`src/rtl/tff_pkg.sv`:
```
// Shared mode encodings and T-chain helpers for the tff_bank family.
package tff_pkg;

   // Mode encodings on the 2-bit mode input.
   localparam logic [1:0] TFF_MODE_TOGGLE = 2'b00;
   localparam logic [1:0] TFF_MODE_UP     = 2'b01;
   localparam logic [1:0] TFF_MODE_DOWN   = 2'b10;
   localparam logic [1:0] TFF_MODE_HOLD   = 2'b11;

   // Helpers work on the widest legal bank; callers truncate to their own width.
   localparam int unsigned TFF_MAX_WIDTH = 32;

   typedef logic [TFF_MAX_WIDTH-1:0] tff_vec_t;

   // Increment toggle vector: bit i toggles when every lower bit is 1 (bit 0 always).
   function automatic tff_vec_t tff_chain_up(input tff_vec_t q);
      tff_vec_t t;
      logic     carry;
      carry = 1'b1;
      for (int i = 0; i < TFF_MAX_WIDTH; i++) begin
         t[i]  = carry;
         carry = carry & q[i];
      end
      return t;
   endfunction

   // Decrement toggle vector: bit i toggles when every lower bit is 0 (bit 0 always).
   function automatic tff_vec_t tff_chain_down(input tff_vec_t q);
      tff_vec_t t;
      logic     borrow;
      borrow = 1'b1;
      for (int i = 0; i < TFF_MAX_WIDTH; i++) begin
         t[i]   = borrow;
         borrow = borrow & ~q[i];
      end
      return t;
   endfunction

endpackage

```
`src/rtl/tff_cell.sv`:
```
// Single T flip-flop with asynchronous active-low reset to a parameterised value and a
// synchronous parallel load that overrides the toggle request.
module tff_cell #(
   parameter logic RESET_BIT = 1'b0
) (
   input  logic clk,
   input  logic rst_n,
   input  logic t,
   input  logic load,
   input  logic d,
   output logic q,
   output logic qb
);

   logic q_q;

   // State bit: reset, then load, then toggle.
   always_ff @(posedge clk or negedge rst_n) begin
      if (!rst_n) begin
         q_q <= RESET_BIT;
      end else if (load) begin
         q_q <= d;
      end else if (t) begin
         q_q <= ~q_q;
      end
   end

   assign q  = q_q;
   assign qb = ~q_q;

endmodule

```
`src/rtl/tff_bank.sv`:
```
// WIDTH-bit bank of T flip-flops: per-bit toggle, modulo-MOD up/down counting built from
// T-chains, hold, parallel load, terminal-count flag and a registered wrap pulse.
module tff_bank
   import tff_pkg::*;
#(
   parameter int unsigned      WIDTH     = 4,
   parameter longint unsigned  MOD       = 16,
   parameter logic [WIDTH-1:0] RESET_VAL = '0
) (
   input  logic             clk,
   input  logic             rst_n,
   input  logic             en,
   input  logic [1:0]       mode,
   input  logic [WIDTH-1:0] t,
   input  logic             load,
   input  logic [WIDTH-1:0] d,
   output logic [WIDTH-1:0] q,
   output logic [WIDTH-1:0] qb,
   output logic             tc,
   output logic             wrap
);

   // Largest count value; all ones when MOD is 2**WIDTH, giving natural binary wrap.
   localparam logic [WIDTH-1:0] MOD_M1 = WIDTH'(MOD - 64'd1);

   if (WIDTH < 1 || WIDTH > TFF_MAX_WIDTH) begin : g_bad_width
      $error("tff_bank: WIDTH must be in 1..32");
   end

   if (MOD < 64'd2 || MOD > (64'd1 << WIDTH)) begin : g_bad_mod
      $error("tff_bank: MOD must be in 2..2**WIDTH");
   end

   logic [WIDTH-1:0] t_vec;
   logic             wrap_d;
   logic             wrap_q;

   // Next-toggle vector and wrap detection from mode, enable and current state.
   always_comb begin
      t_vec  = '0;
      wrap_d = 1'b0;
      if (en && !load) begin
         unique case (mode)
            TFF_MODE_TOGGLE: begin
               t_vec = t;
            end
            TFF_MODE_UP: begin
               // Out-of-range values above MOD-1 also wrap straight to zero.
               if (q >= MOD_M1) begin
                  t_vec  = q;
                  wrap_d = 1'b1;
               end else begin
                  t_vec = WIDTH'(tff_chain_up(TFF_MAX_WIDTH'(q)));
               end
            end
            TFF_MODE_DOWN: begin
               if (q == '0) begin
                  t_vec  = q ^ MOD_M1;
                  wrap_d = 1'b1;
               end else begin
                  t_vec = WIDTH'(tff_chain_down(TFF_MAX_WIDTH'(q)));
               end
            end
            TFF_MODE_HOLD: begin
               t_vec = '0;
            end
            default: begin
               t_vec = '0;
            end
         endcase
      end
   end

   // Terminal count depends only on state and mode, not on en.
   always_comb begin
      tc = 1'b0;
      unique case (mode)
         TFF_MODE_UP:   tc = (q == MOD_M1);
         TFF_MODE_DOWN: tc = (q == '0);
         default:       tc = 1'b0;
      endcase
   end

   for (genvar i = 0; i < WIDTH; i++) begin : g_cell
      tff_cell #(
         .RESET_BIT (RESET_VAL[i])
      ) u_cell (
         .clk   (clk),
         .rst_n (rst_n),
         .t     (t_vec[i]),
         .load  (load),
         .d     (d[i]),
         .q     (q[i]),
         .qb    (qb[i])
      );
   end

   // Wrap pulse register: high for the one cycle following a wrap edge.
   always_ff @(posedge clk or negedge rst_n) begin
      if (!rst_n) begin
         wrap_q <= 1'b0;
      end else begin
         wrap_q <= wrap_d;
      end
   end

   assign wrap = wrap_q;

endmodule
```
`config.mk`:
```
export PLATFORM = sky130hd
export DESIGN_NAME = tff_bank
export DESIGN_NICKNAME = d
export VERILOG_FILES = /design/src/rtl/tff_pkg.sv /design/src/rtl/tff_cell.sv /design/src/rtl/tff_bank.sv
export SDC_FILE = /design/constraint.sdc
export NUM_CORES = 1
export LEC_CHECK = 0
export ABC_AREA = 0
export BUFFER_PORTS_ARGS = -buffer_cell sky130_fd_sc_hd__buf_2
export CAP_MARGIN = 10
export CORE_AREA = 2 2 39 41
export CTS_BUF_LIST = sky130_fd_sc_hd__clkbuf_8
export DETAILED_ROUTE_END_ITERATION = 8
export DIE_AREA = 0 0 41 43
export PLACE_DENSITY_LB_ADDON = 0.05
export SYNTH_ARGS = -nofsm -noshare
export SYNTH_HDL_FRONTEND = slang
export SYNTH_SLANG_ARGS = --single-unit
```
`constraint.sdc`:
```
create_clock -name clk -period 1.6 [get_ports clk]
set_clock_uncertainty 0.05 [all_clocks]
set_input_delay 0.16 -clock clk [delete_from_list [all_inputs] [get_ports clk]]
set_output_delay 0.16 -clock clk [all_outputs]
set_load 0.02 [all_outputs]
```
==> results.json <==
{
  "whs_path_depth": 2,
  "internal_power_w": 0.000419,
  "synth.avg_cell_area_sq_um": 9.51,
  "io_buffers": 23,
  "synthDistinctLibCells": 18,
  "die_x_microns": 41,
  "synth_area_sq_um": 475,
  "swShare_pct": 32.3,
  "firstDrtPassIters": 2,
  "hp-start": "d[2]",
  "ios": 24,
  "worstSetupEndpointType": "output port",
  "wl_per_cell_microns": 11.5,
  "die_area_sq_um": 1760,
  "p_leak_nw": 0.359,
  "track_usage_pct": 13.7,
  "antenna_found_initial": 0,
  "violations": "negative setup slack",
  "grt_pass1_wl_mm": 1.62,
  "finalSetupViolCount": 2,
  "vias": 405,
  "yosysSeqAreaShare_pct": 26.3,
  "ant_nets": 0,
  "start_util_pct": 34.4,
  "synth_edf_count": 0,
  "critPathMaxFanout": 2,
  "pre_cts_ws_ns": -0.127,
  "grt_max_degree": 9,
  "drc": 0,
  "final.setup.tns_ns": -0.171,
  "ys_ff_latch": 5,
  "synth_fp_nets": 67,
  "chipHeight_microns": 43,
  "clk_latency_ns": 0.22,
  "relSlewSlack_pct": 78.8,
  "rsz0062_at_grt": "true",
  "rr_worst_depth": 4,
  "rows": 14,
  "p_switching_w": 0.000200,
  "synth_top_cell_area_share_pct": 26.3,
  "cts_sinks": 5,
  "crit_type": "reg -> out",
  "post_cts_buffers": 0,
  "reg2reg_slack_ns": -0.08,
  "cts_buffer_depth": 2,
  "tightest_slew_ns": 0.313,
  "cts_buffers": 3,
  "gp_congestion": 0.702,
  "nets": 95,
  "yosys_warnings": 0,
  "p_comb_share_pct": 38.5,
  "synthCells": 50,
  "routed_wl_mm": 1.07,
  "hold_violations": 0,
  "clk_pin_slew_ns": 0.04,
  "synthFlopType": "dfrtp_1",
  "async_flop_share_pct": 100,
  "power_density_nw_per_um2": 917,
  "slew_violations": 0,
  "fmax_mhz": 591,
  "crit_start": "g_cell[0].u_cell.q$_DFFE_PN0P_",
  "overflow": 0,
  "status": "finished with violations",
  "hp-class": "in -> reg",
  "grt_pass1_vias": 381,
  "fin_crit_sh_pct": 106,
  "cts_root_buf": "clkbuf_8",
  "max_cap_viol_count": 0,
  "ir_drop_mv": 0.549,
  "crit_required_ns": 1.39,
  "syn2layout_area_growth_pct": 41.8,
  "viasPerCell": 4.35,
  "core_sq_um": 1380,
  "synth_common_cells": "buf_4, inv_1, dfrtp_1",
  "n_antenna_cell": 0,
  "arrival_ns": 1.48,
  "r2r_start": "g_cell[0].u_cell.q$_DFFE_PN0P_",
  "seqPwrFrac_pct": 25.2,
  "layout-drive-gt1-share_pct": 55.8,
  "worstSetupStartpointType": "flop",
  "synth_area_leaders": "dfrtp_1, buf_4, mux2_2",
  "drt_iter0_drc": 2,
  "post-route-min-period_ns": 1.69,
  "holdPathEnd": "g_cell[2].u_cell.q$_DFFE_PN0P_",
  "h-tree-depth": 1,
  "hpwlAfterDp_microns": 806,
  "r2r_end": "g_cell[3].u_cell.q$_DFFE_PN0P_",
  "post-route-util_pct": 48.7,
  "yosysTopAreaCell": "dfrtp_1",
  "cts_tree": "yes",
  "fin_ws_ns": -0.0910,
  "pwr-share-clk_pct": 36.3
}
-- final cells by class --
class / count / area, sq um
multi-input combinational: 28 / 263
tap: 16 / 20.0
inverter: 8 / 30.0
sequential: 5 / 125
timing repair buffer: 32 / 191
clock inverter: 1 / 3.75
fill: 136 / 709
clock buffer: 3 / 41.3
-- metrics by stage --
step / cells / instance area (sq um) / power, W / hold WS [ns]
after floorplan: 50 / 475 / 0.000346 / -0.186
after global placement: 88 / 599 / 0.000391 / -0.0683
after detailed placement: 88 / 599 / 0.000389 / -0.0710
after CTS: 93 / 667 / 0.000626 / 0.117
after global routing: 93 / 674 / 0.000668 / 0.120
final: 93 / 674 / 0.000618 / 0.122
-- what timing repair did --
item | in CTS | in global routing
pin swaps | 1 | 0
setup endpoints to repair | 2 | 4
gates cloned | 0 | 0
hold endpoints to repair | 5 | 0
hold buffers | 1 | 0
resized for setup | 4 | 1
-- worst max path at each step --
stage / slack, ns / cells after the start / end
after global routing: -0.16 / 4 / g_cell[3].u_cell.q$_DFFE_PN0P_
final: -0.09 / 5 / tc
after global placement: -0.13 / 7 / g_cell[3].u_cell.q$_DFFE_PN0P_
after CTS: -0.1 / 5 / tc
after detailed placement: -0.13 / 7 / g_cell[3].u_cell.q$_DFFE_PN0P_
after floorplan: -0.11 / 5 / g_cell[3].u_cell.q$_DFFE_PN0P_
-- state kept, by name (all words and copies together) (netlist names) --
name / count
wrap: 1
g_cell.u_cell.q: 4
-- critical path: stages (launching register included) --
cell and delay, ns:
dfrtp_1 0.37, or4b_4 0.55, nor2_2 0.10, o21ai_2 0.06, inv_1 0.06, buf_6 0.11
-- cells by family after synthesis --
kind of cell	share of synthesized area (%)
simple gates	13.9
compound gates	11.3
flops	26.3
buf+inv	21.3
fa+ha+maj	7.90
mux	11.8
xor+xnor	7.37
-- power groups by stage --
stage	Clock, W	Sequential, W	Combinational (W)
final	0.000225	0.000156	0.000238
after CTS	0.000232	0.000156	0.000238
after detailed placement	0	0.000157	0.000232
after global routing	0.000250	0.000157	0.000261
after floorplan	0	0.000164	0.000182
after global placement	0	0.000158	0.000233
-- metal layers --
layer  vias to the layer above  track usage (%)  routed length (microns)  part of all wire, %
met4                         0             8.00                        0                    0
met3                         0             2.09                       65                  6.1
met1                       178             17.7                      462                   43
li1                        213                -                        -                    -
met5                         -                0                        0                    0
met2                        14             20.6                      537                   50
-- layout by cell type, fill, tap and decap left out, drive strengths merged --
master       synthesis  layout
dfrtp                5       5
nor2                 2       2
dlygate4sd3          0       1
nor3b                1       1
o211ai               1       1
a221oi               1       1
a41oi                1       1
o311ai               2       2
and3                 2       2
inv                  8       9
clkbuf               0       3
ha                   3       3
buf                  9      31
nand2b               4       4
mux2                 5       5
o21ai                1       1
or4b                 1       1
xnor2                4       4
Power figures use the tool's default switching activity.
